**src/rtl/mips_pkg.sv**
```systemverilog
// rtl/mips_pkg.sv - opcode constants, control group widths and per-opcode control encodings
package mips_pkg;

  localparam logic [5:0] OP_RTYPE = 6'h00;
  localparam logic [5:0] OP_LW    = 6'h23;
  localparam logic [5:0] OP_SW    = 6'h2B;
  localparam logic [5:0] OP_BEQ   = 6'h04;

  localparam int WB_W = 2;
  localparam int M_W  = 3;
  localparam int EX_W = 4;

  // wb = {RegWrite, MemtoReg}, m = {Branch, MemRead, MemWrite}, ex = {RegDst, ALUOp[1:0], ALUSrc}
  typedef struct packed {
    logic [WB_W-1:0] wb;
    logic [M_W-1:0]  m;
    logic [EX_W-1:0] ex;
  } ctrl_t;

  localparam ctrl_t CTRL_RTYPE  = '{wb: 2'b10, m: 3'b000, ex: 4'b1100};
  localparam ctrl_t CTRL_LW     = '{wb: 2'b11, m: 3'b010, ex: 4'b0001};
  localparam ctrl_t CTRL_SW     = '{wb: 2'b00, m: 3'b001, ex: 4'b0001};
  localparam ctrl_t CTRL_BEQ    = '{wb: 2'b00, m: 3'b100, ex: 4'b0010};
  localparam ctrl_t CTRL_BUBBLE = '{wb: 2'b00, m: 3'b000, ex: 4'b0000};

  function automatic ctrl_t decode_op(input logic [5:0] op);
    case (op)
      OP_RTYPE: decode_op = CTRL_RTYPE;
      OP_LW:    decode_op = CTRL_LW;
      OP_SW:    decode_op = CTRL_SW;
      OP_BEQ:   decode_op = CTRL_BEQ;
      default:  decode_op = CTRL_BUBBLE;
    endcase
  endfunction

endpackage

```
**src/rtl/i_decode_if.sv**
```systemverilog
// rtl/i_decode_if.sv - IF/ID inputs, MEM/WB write-back and ID/EX latch outputs of the decode stage
interface i_decode_if #(
  parameter int WIDTH = 32,
  parameter int REGS  = 32
);
  import mips_pkg::*;

  localparam int AW = $clog2(REGS);

  logic [31:0]      IF_ID_instr;
  logic [WIDTH-1:0] IF_ID_npc;
  logic             MEM_WB_RegWrite;
  logic [AW-1:0]    MEM_WB_WriteReg;
  logic [WIDTH-1:0] MEM_WB_WriteData;

  logic [WIDTH-1:0] ID_EX_npc;
  logic [WIDTH-1:0] ID_EX_readdat1;
  logic [WIDTH-1:0] ID_EX_readdat2;
  logic [WIDTH-1:0] ID_EX_sign_ext;
  logic [AW-1:0]    ID_EX_instr_2016;
  logic [AW-1:0]    ID_EX_instr_1511;
  logic [WB_W-1:0]  ID_EX_wb;
  logic [M_W-1:0]   ID_EX_m;
  logic [EX_W-1:0]  ID_EX_ex;

  modport master (
    output IF_ID_instr, IF_ID_npc, MEM_WB_RegWrite, MEM_WB_WriteReg, MEM_WB_WriteData,
    input  ID_EX_npc, ID_EX_readdat1, ID_EX_readdat2, ID_EX_sign_ext,
           ID_EX_instr_2016, ID_EX_instr_1511, ID_EX_wb, ID_EX_m, ID_EX_ex
  );

  modport slave (
    input  IF_ID_instr, IF_ID_npc, MEM_WB_RegWrite, MEM_WB_WriteReg, MEM_WB_WriteData,
    output ID_EX_npc, ID_EX_readdat1, ID_EX_readdat2, ID_EX_sign_ext,
           ID_EX_instr_2016, ID_EX_instr_1511, ID_EX_wb, ID_EX_m, ID_EX_ex
  );

endinterface

```
**src/rtl/reg_file.sv**
```systemverilog
// rtl/reg_file.sv - 2R/1W register file, async reads, sync write and clear, register 0 reads zero
module reg_file #(
  parameter int WIDTH = 32,
  parameter int REGS  = 32,
  parameter int AW    = $clog2(REGS)
) (
  input  logic             clk,
  input  logic             rst_n,
  input  logic [AW-1:0]    ra1,
  input  logic [AW-1:0]    ra2,
  output logic [WIDTH-1:0] rd1,
  output logic [WIDTH-1:0] rd2,
  input  logic             we,
  input  logic [AW-1:0]    wa,
  input  logic [WIDTH-1:0] wd
);

  logic [WIDTH-1:0] regs [REGS];

  always_ff @(posedge clk) begin
    if (!rst_n) begin
      for (int i = 0; i < REGS; i++) regs[i] <= '0;
    end else if (we && wa != '0) begin
      regs[wa] <= wd;
    end
  end

  assign rd1 = (ra1 == '0) ? '0 : regs[ra1];
  assign rd2 = (ra2 == '0) ? '0 : regs[ra2];

endmodule

```
**src/rtl/i_decode.sv**
```systemverilog
// rtl/i_decode.sv - MIPS ID stage: control decode, register read, sign-extend into ID/EX; WB_BYPASS_EN selects write-first reads
module i_decode #(
  parameter int WIDTH = 32,
  parameter int REGS  = 32
) (
  input logic       clk,
  input logic       rst_n,
  i_decode_if.slave bus
);
  import mips_pkg::*;

  localparam int AW = $clog2(REGS);

  logic [AW-1:0]    rs, rt, rd;
  logic [WIDTH-1:0] rf_rd1, rf_rd2, rd1_sel, rd2_sel;
  ctrl_t            ctrl;

  assign rs   = bus.IF_ID_instr[25:21];
  assign rt   = bus.IF_ID_instr[20:16];
  assign rd   = bus.IF_ID_instr[15:11];
  assign ctrl = decode_op(bus.IF_ID_instr[31:26]);

  reg_file #(.WIDTH(WIDTH), .REGS(REGS)) u_reg_file (
    .clk   (clk),
    .rst_n (rst_n),
    .ra1   (rs),
    .ra2   (rt),
    .rd1   (rf_rd1),
    .rd2   (rf_rd2),
    .we    (bus.MEM_WB_RegWrite),
    .wa    (bus.MEM_WB_WriteReg),
    .wd    (bus.MEM_WB_WriteData)
  );

`ifdef WB_BYPASS_EN
  // Forward the write landing at this edge so the latch never captures a stale value
  logic wb_live;
  assign wb_live = bus.MEM_WB_RegWrite && (bus.MEM_WB_WriteReg != '0);
  assign rd1_sel = (wb_live && bus.MEM_WB_WriteReg == rs) ? bus.MEM_WB_WriteData : rf_rd1;
  assign rd2_sel = (wb_live && bus.MEM_WB_WriteReg == rt) ? bus.MEM_WB_WriteData : rf_rd2;
`else
  assign rd1_sel = rf_rd1;
  assign rd2_sel = rf_rd2;
`endif

  always_ff @(posedge clk) begin
    if (!rst_n) begin
      bus.ID_EX_npc        <= '0;
      bus.ID_EX_readdat1   <= '0;
      bus.ID_EX_readdat2   <= '0;
      bus.ID_EX_sign_ext   <= '0;
      bus.ID_EX_instr_2016 <= '0;
      bus.ID_EX_instr_1511 <= '0;
      bus.ID_EX_wb         <= '0;
      bus.ID_EX_m          <= '0;
      bus.ID_EX_ex         <= '0;
    end else begin
      bus.ID_EX_npc        <= bus.IF_ID_npc;
      bus.ID_EX_readdat1   <= rd1_sel;
      bus.ID_EX_readdat2   <= rd2_sel;
      bus.ID_EX_sign_ext   <= {{(WIDTH-16){bus.IF_ID_instr[15]}}, bus.IF_ID_instr[15:0]};
      bus.ID_EX_instr_2016 <= rt;
      bus.ID_EX_instr_1511 <= rd;
      bus.ID_EX_wb         <= ctrl.wb;
      bus.ID_EX_m          <= ctrl.m;
      bus.ID_EX_ex         <= ctrl.ex;
    end
  end

endmodule

```
**src/flat_wrapper.sv**
```systemverilog
// flat-port wrapper written by rule: the top's interface ports become plain ports
module i_decode_flat import mips_pkg::*;
#(
  parameter int WIDTH = 32,
  parameter int REGS  = 32
)
  (clk, rst_n, bus_IF_ID_instr, bus_IF_ID_npc, bus_MEM_WB_RegWrite, bus_MEM_WB_WriteReg, bus_MEM_WB_WriteData, bus_ID_EX_npc, bus_ID_EX_readdat1, bus_ID_EX_readdat2, bus_ID_EX_sign_ext, bus_ID_EX_instr_2016, bus_ID_EX_instr_1511, bus_ID_EX_wb, bus_ID_EX_m, bus_ID_EX_ex);
  i_decode_if #(.WIDTH(WIDTH), .REGS(REGS)) bus_i ();
  input logic clk;
  input logic rst_n;
  input wire logic [$bits(bus_i.IF_ID_instr)-1:0] bus_IF_ID_instr;
  input wire logic [$bits(bus_i.IF_ID_npc)-1:0] bus_IF_ID_npc;
  input wire logic [$bits(bus_i.MEM_WB_RegWrite)-1:0] bus_MEM_WB_RegWrite;
  input wire logic [$bits(bus_i.MEM_WB_WriteReg)-1:0] bus_MEM_WB_WriteReg;
  input wire logic [$bits(bus_i.MEM_WB_WriteData)-1:0] bus_MEM_WB_WriteData;
  output wire logic [$bits(bus_i.ID_EX_npc)-1:0] bus_ID_EX_npc;
  output wire logic [$bits(bus_i.ID_EX_readdat1)-1:0] bus_ID_EX_readdat1;
  output wire logic [$bits(bus_i.ID_EX_readdat2)-1:0] bus_ID_EX_readdat2;
  output wire logic [$bits(bus_i.ID_EX_sign_ext)-1:0] bus_ID_EX_sign_ext;
  output wire logic [$bits(bus_i.ID_EX_instr_2016)-1:0] bus_ID_EX_instr_2016;
  output wire logic [$bits(bus_i.ID_EX_instr_1511)-1:0] bus_ID_EX_instr_1511;
  output wire logic [$bits(bus_i.ID_EX_wb)-1:0] bus_ID_EX_wb;
  output wire logic [$bits(bus_i.ID_EX_m)-1:0] bus_ID_EX_m;
  output wire logic [$bits(bus_i.ID_EX_ex)-1:0] bus_ID_EX_ex;
  assign bus_i.IF_ID_instr = bus_IF_ID_instr;
  assign bus_i.IF_ID_npc = bus_IF_ID_npc;
  assign bus_i.MEM_WB_RegWrite = bus_MEM_WB_RegWrite;
  assign bus_i.MEM_WB_WriteReg = bus_MEM_WB_WriteReg;
  assign bus_i.MEM_WB_WriteData = bus_MEM_WB_WriteData;
  assign bus_ID_EX_npc = bus_i.ID_EX_npc;
  assign bus_ID_EX_readdat1 = bus_i.ID_EX_readdat1;
  assign bus_ID_EX_readdat2 = bus_i.ID_EX_readdat2;
  assign bus_ID_EX_sign_ext = bus_i.ID_EX_sign_ext;
  assign bus_ID_EX_instr_2016 = bus_i.ID_EX_instr_2016;
  assign bus_ID_EX_instr_1511 = bus_i.ID_EX_instr_1511;
  assign bus_ID_EX_wb = bus_i.ID_EX_wb;
  assign bus_ID_EX_m = bus_i.ID_EX_m;
  assign bus_ID_EX_ex = bus_i.ID_EX_ex;
  i_decode #(.WIDTH(WIDTH), .REGS(REGS)) u_core (.clk(clk), .rst_n(rst_n), .bus(bus_i));
endmodule
```
**config.mk**
```make
export PLATFORM = sky130hd
export DESIGN_NAME = i_decode_flat
export DESIGN_NICKNAME = d
export VERILOG_FILES = /design/src/rtl/mips_pkg.sv /design/src/rtl/i_decode_if.sv /design/src/rtl/reg_file.sv /design/src/rtl/i_decode.sv /design/src/flat_wrapper.sv
export SDC_FILE = /design/constraint.sdc
export NUM_CORES = 2
export LEC_CHECK = 0
export CAP_MARGIN = 15
export CORE_MARGIN = 4
export CORE_UTILIZATION = 43
export CTS_CLUSTER_SIZE = 20
export DETAILED_ROUTE_END_ITERATION = 16
export GPL_TIMING_DRIVEN = 0
export SLEW_MARGIN = 20
export SYNTH_ARGS = -nofsm -noshare
export SYNTH_HDL_FRONTEND = slang
export SYNTH_SLANG_ARGS = --single-unit
```
**constraint.sdc**
```tcl
create_clock -name clk -period 6.99 [get_ports clk]
set_input_delay 2.097 -clock clk [delete_from_list [all_inputs] [get_ports clk]]
set_output_delay 2.097 -clock clk [all_outputs]
set_load 0.01 [all_outputs]
```
==> key figures <==
Timing
  – Setup repair after global routing missed its margin: false
  – Final count of negative-setup-slack endpoints: 0
  – Final clock skew: 0.0298 ns
  – Highest clock frequency the design can meet: 171 MHz
  – Clock period minus final worst setup slack: 5.85 ns
  – Final worst-path cycle share: 83.6%
  – Count of final hold-check violations: 0
  – Total negative slack for setup checks: 0 ns
  – Setup slack of the critical path after layout: 1.14 ns
  – Worst-margin pin slew: 1.32 ns
  – Fin. max-slew vios: 0
  – Slew headroom: 11.9%
  – Worst hold margin: 0.837 ns

Clocking
  – Sinks on the clock net: 1147
  – Clock insertion delay at the later pin of the skew report: 0.80 ns
  – Clock tree root driver cell: clkbuf_16
  – Hold bufs inserted after CTS: 0
  – Clock-pin slew on the worst setup and hold paths: 0.06 ns
  – Setup fix buffers added after clock tree synthesis: 0
  – TritonCTS Buffers: 136
  – Clock tree from TritonCTS: built
  – Maximum count of clock buffers along a single path: 3
  – Post-cts sizing count: 0
  – Deepest level of the CTS H-tree: 4

Cells and area
  – Sequential cell area: 33200 um^2
  – Area occupied by multi-input gates: roughly 23000 um^2
  – Most common cell after layout, fill and taps aside: and2_1
  – Count of non-filler cells in the finished layout: 6315
  – Nets@finish: between 4k and 5k
  – Cell area after layout: 69200 um^2
  – Most frequent cells in the layout: and2_1 (1048), edfxtp_1 (1024), mux4_2 (384)
  – Layout fillers: 11.1k
  – Proportion of layout cells with a drive suffix above 1: 20.2%
  – Layout Utilization: 51.8%
  – Synth-to-Final Area Change: 19.6%

Global route
  – Vias in the first global route: 39.5k
  – Antenna violations before repair: 22
  – GRT Resource Usage Total: 33.9%
  – Wire length of the first global-routing pass: 325 mm
  – Maximum number of pins on one net before global-route repair: 20
  – Sum of overflow across all layers after global routing: 0

Die
  – Standard-cell row count: around 130
  – Number of ports placed on the die boundary: roughly 250
  – Die Outline Area: between 100000 and 150000 um^2
  – Die Y-Extent: approximately 370 um
  – Width of the die: 375 um
  – Placeable core region: between 100000 and 150000 um^2
  – Starting Density: 43.3%

Synthesis
  – Gate count of the mapped netlist: around 3.9k
  – Avg Cell Area, Syn: 14.7 um^2
  – Synth area leaders: edfxtp_1 (53%), mux4_2 (15%), and2_1 (11%)
  – Sequential element share of the synthesized area: 57.4%
  – Synth unique cells: 40
  – Number of synthesized flops with an enable pin: 1024
  – Proportion of synthesized flip-flops having asynchronous set or reset: 0%
  – Warning count from the yosys run: 0
  – Flip-flop cell with the highest count after synthesis: edfxtp_1
  – Flip-flop and latch count after synthesis: around 1.1k
  – Post-synth top area cell: edfxtp_1
  – Area share of the leading cell type in the synthesized netlist: between 50% and 60%
  – Netlist area before placement: 57800 um^2

Placed design
  – Number of I/O port buffers: 243
  – Final RePlAce weighted congestion: 0.984
  – Worst slack after detailed placement: slightly above 0.5 ns
  – Half-perimeter wire length of the detailed placement result: roughly 170 mm
  – Cell count after placement: 6049
  – Placed standard-cell area: around 65000 um^2

Power and ir drop
  – Switching part of the total power: 26.2%
  – Leakage power total: 24.6 nW
  – Power density over the cells: 253 nW/um^2
  – Post-layout power: approximately 17 mW
  – Worst IR drop on VDD: 0.241 mV
  – Net Switching: 4.58 mW
  – Part of the power in the clock network: 40.7%
  – Portion of total power attributed to combinational logic: 13.3%
  – Portion of total power attributed to sequential cells: 46.1%
  – Internal power: about 13 mW

Hold path
  – Hold path cells: 4
  – Hold Path Sink: u_core.bus.ID_EX_readdat1[2]
  – Hold Path Class: flop to flop
  – Source of the worst hold timing path: u_core.u_reg_file.regs[21][2]

Drt
  – Drt drc: 0
  – Detailed-route wire length: approximately 240 mm
  – Vias/cell: ~6.4
  – DRT iter0 DRCs: 6492
  – 1st-pass router iterations: 6
  – Residual antenna-violating net count after detailed routing: 0
  – WL per Instance: roughly 38 um
  – Routed vias: 40.4k

Worst setup path
  – Type of the setup path with the least slack: input port to flop
  – Launch point of the worst reg-to-reg path: u_core.u_reg_file.regs[31][1]
  – Data arrival time of the worst path: 6.44 ns
  – CP Data Required Time: around 7.6 ns
  – Reg2reg path depth: 4
  – Startpoint type of the worst setup path: input port
  – Register-to-register setup slack: 4.62 ns
  – Maximum fanout encountered on the critical timing path: 10
  – Endpoint class of the critical path: flop
  – Reg2Reg Capture Point: u_core.bus.ID_EX_readdat1[1]

Run status
  – Run status: finished, final reports clean

Job
  – Total of max-cap violations: 0
[state kept, by name, indices dropped and copies added (netlist names)]
name                         count
u_core.bus.ID_EX_instr_1511      5
u_core.bus.ID_EX_readdat2       32
u_core.bus.ID_EX_m               2
u_core.bus.ID_EX_instr_2016      5
u_core.u_reg_file.regs        1024
u_core.bus.ID_EX_wb              1
u_core.bus.ID_EX_readdat1       32
u_core.bus.ID_EX_npc            32
u_core.bus.ID_EX_ex              3
u_core.bus.ID_EX_sign_ext       11
[critical path, stage by stage]
cell	delay, ns
clkdlybuf4s50_1	0.69
buf_2	0.44
buf_2	0.53
nand3b_1	0.77
buf_2	0.56
o221ai_1	0.26
a21oi_1	0.22
a211oi_1	0.83
[Yosys cell counts (9+ instances only)]
| master | count |
|---|---|
| a2bb2oi_1 | 32 |
| a211oi_1 | 32 |
| nor2_1 | 41 |
| buf_2 | 88 |
| o21ai_0 | 31 |
| a22oi_1 | 16 |
| or2_1 | 24 |
| nand4_1 | 9 |
| and2_1 | 1048 |
| dfxtp_1 | 123 |
| clkbuf_1 | 278 |
| mux2i_1 | 352 |
| buf_1 | 16 |
| mux4_2 | 384 |
| mux2_2 | 48 |
| a21oi_1 | 48 |
| buf_4 | 42 |
| a221oi_2 | 25 |
| o221ai_1 | 64 |
| nand2_1 | 69 |
| nand3_1 | 51 |
| edfxtp_1 | 1024 |
| o22ai_1 | 49 |
[layer usage]
metal	part of all wire (%)	GRT usage, %	up-vias
li1	-	-	15897
met1	36	43.0	20555
met2	43	49.6	3225
met3	14	12.6	719
met4	6.8	20.6	4
met5	0.012	0	-
[how the worst max path moves through the flow]
stage | startpoint | to | slack [ns]
2_1_floorplan | bus_MEM_WB_WriteReg[1] | u_core.u_reg_file.regs[20][0] | 1.48
3_3_place_gp | rst_n | u_core.u_reg_file.regs[21][10] | -3.57
3_5_place_dp | rst_n | u_core.u_reg_file.regs[2][29] | 0.50
4_1_cts | rst_n | u_core.u_reg_file.regs[2][29] | 1.32
5_1_grt | bus_IF_ID_instr[18] | u_core.bus.ID_EX_readdat2[27] | 1.33
6_report | bus_IF_ID_instr[18] | u_core.bus.ID_EX_readdat2[22] | 1.14
[area by class of cell]
type                       count  share of cell area (%)
timing repair buffer         311                    6.05
multi-input combinational   2390                    33.5
inverter                       4                  0.0253
buffer                       431                    2.83
tap                         1768                    3.20
clock buffer                 181                    5.45
clock inverter                69                   0.890
antenna                       14                  0.0506
sequential                  1147                    48.0
[power groups by stage]
stage	registers, mW	clock network [mW]	logic, mW
after floorplan	8.16	0	1.11
after global placement	8.24	0	2.08
after detailed placement	8.19	0	2.24
after CTS	8.05	7.13	2.25
after global routing	8.09	7.42	2.35
final	8.06	7.11	2.32
[logic make-up (layout without fill, tap and decap cells)]
| kind of cell | count (synthesis) | count (layout) | share of synthesized area, % |
|---|---|---|---|
| simple gates | 1269 | 1269 | 13.2 |
| flops | 1147 | 1147 | 57.4 |
| mux | 784 | 784 | 22.0 |
| buf+inv | 435 | 996 | 3.37 |
| compound gates | 305 | 305 | 4.05 |
| other cells | 1 | 46 | 0.00648 |
No activity file was read; power rests on OpenSTA's default activity.
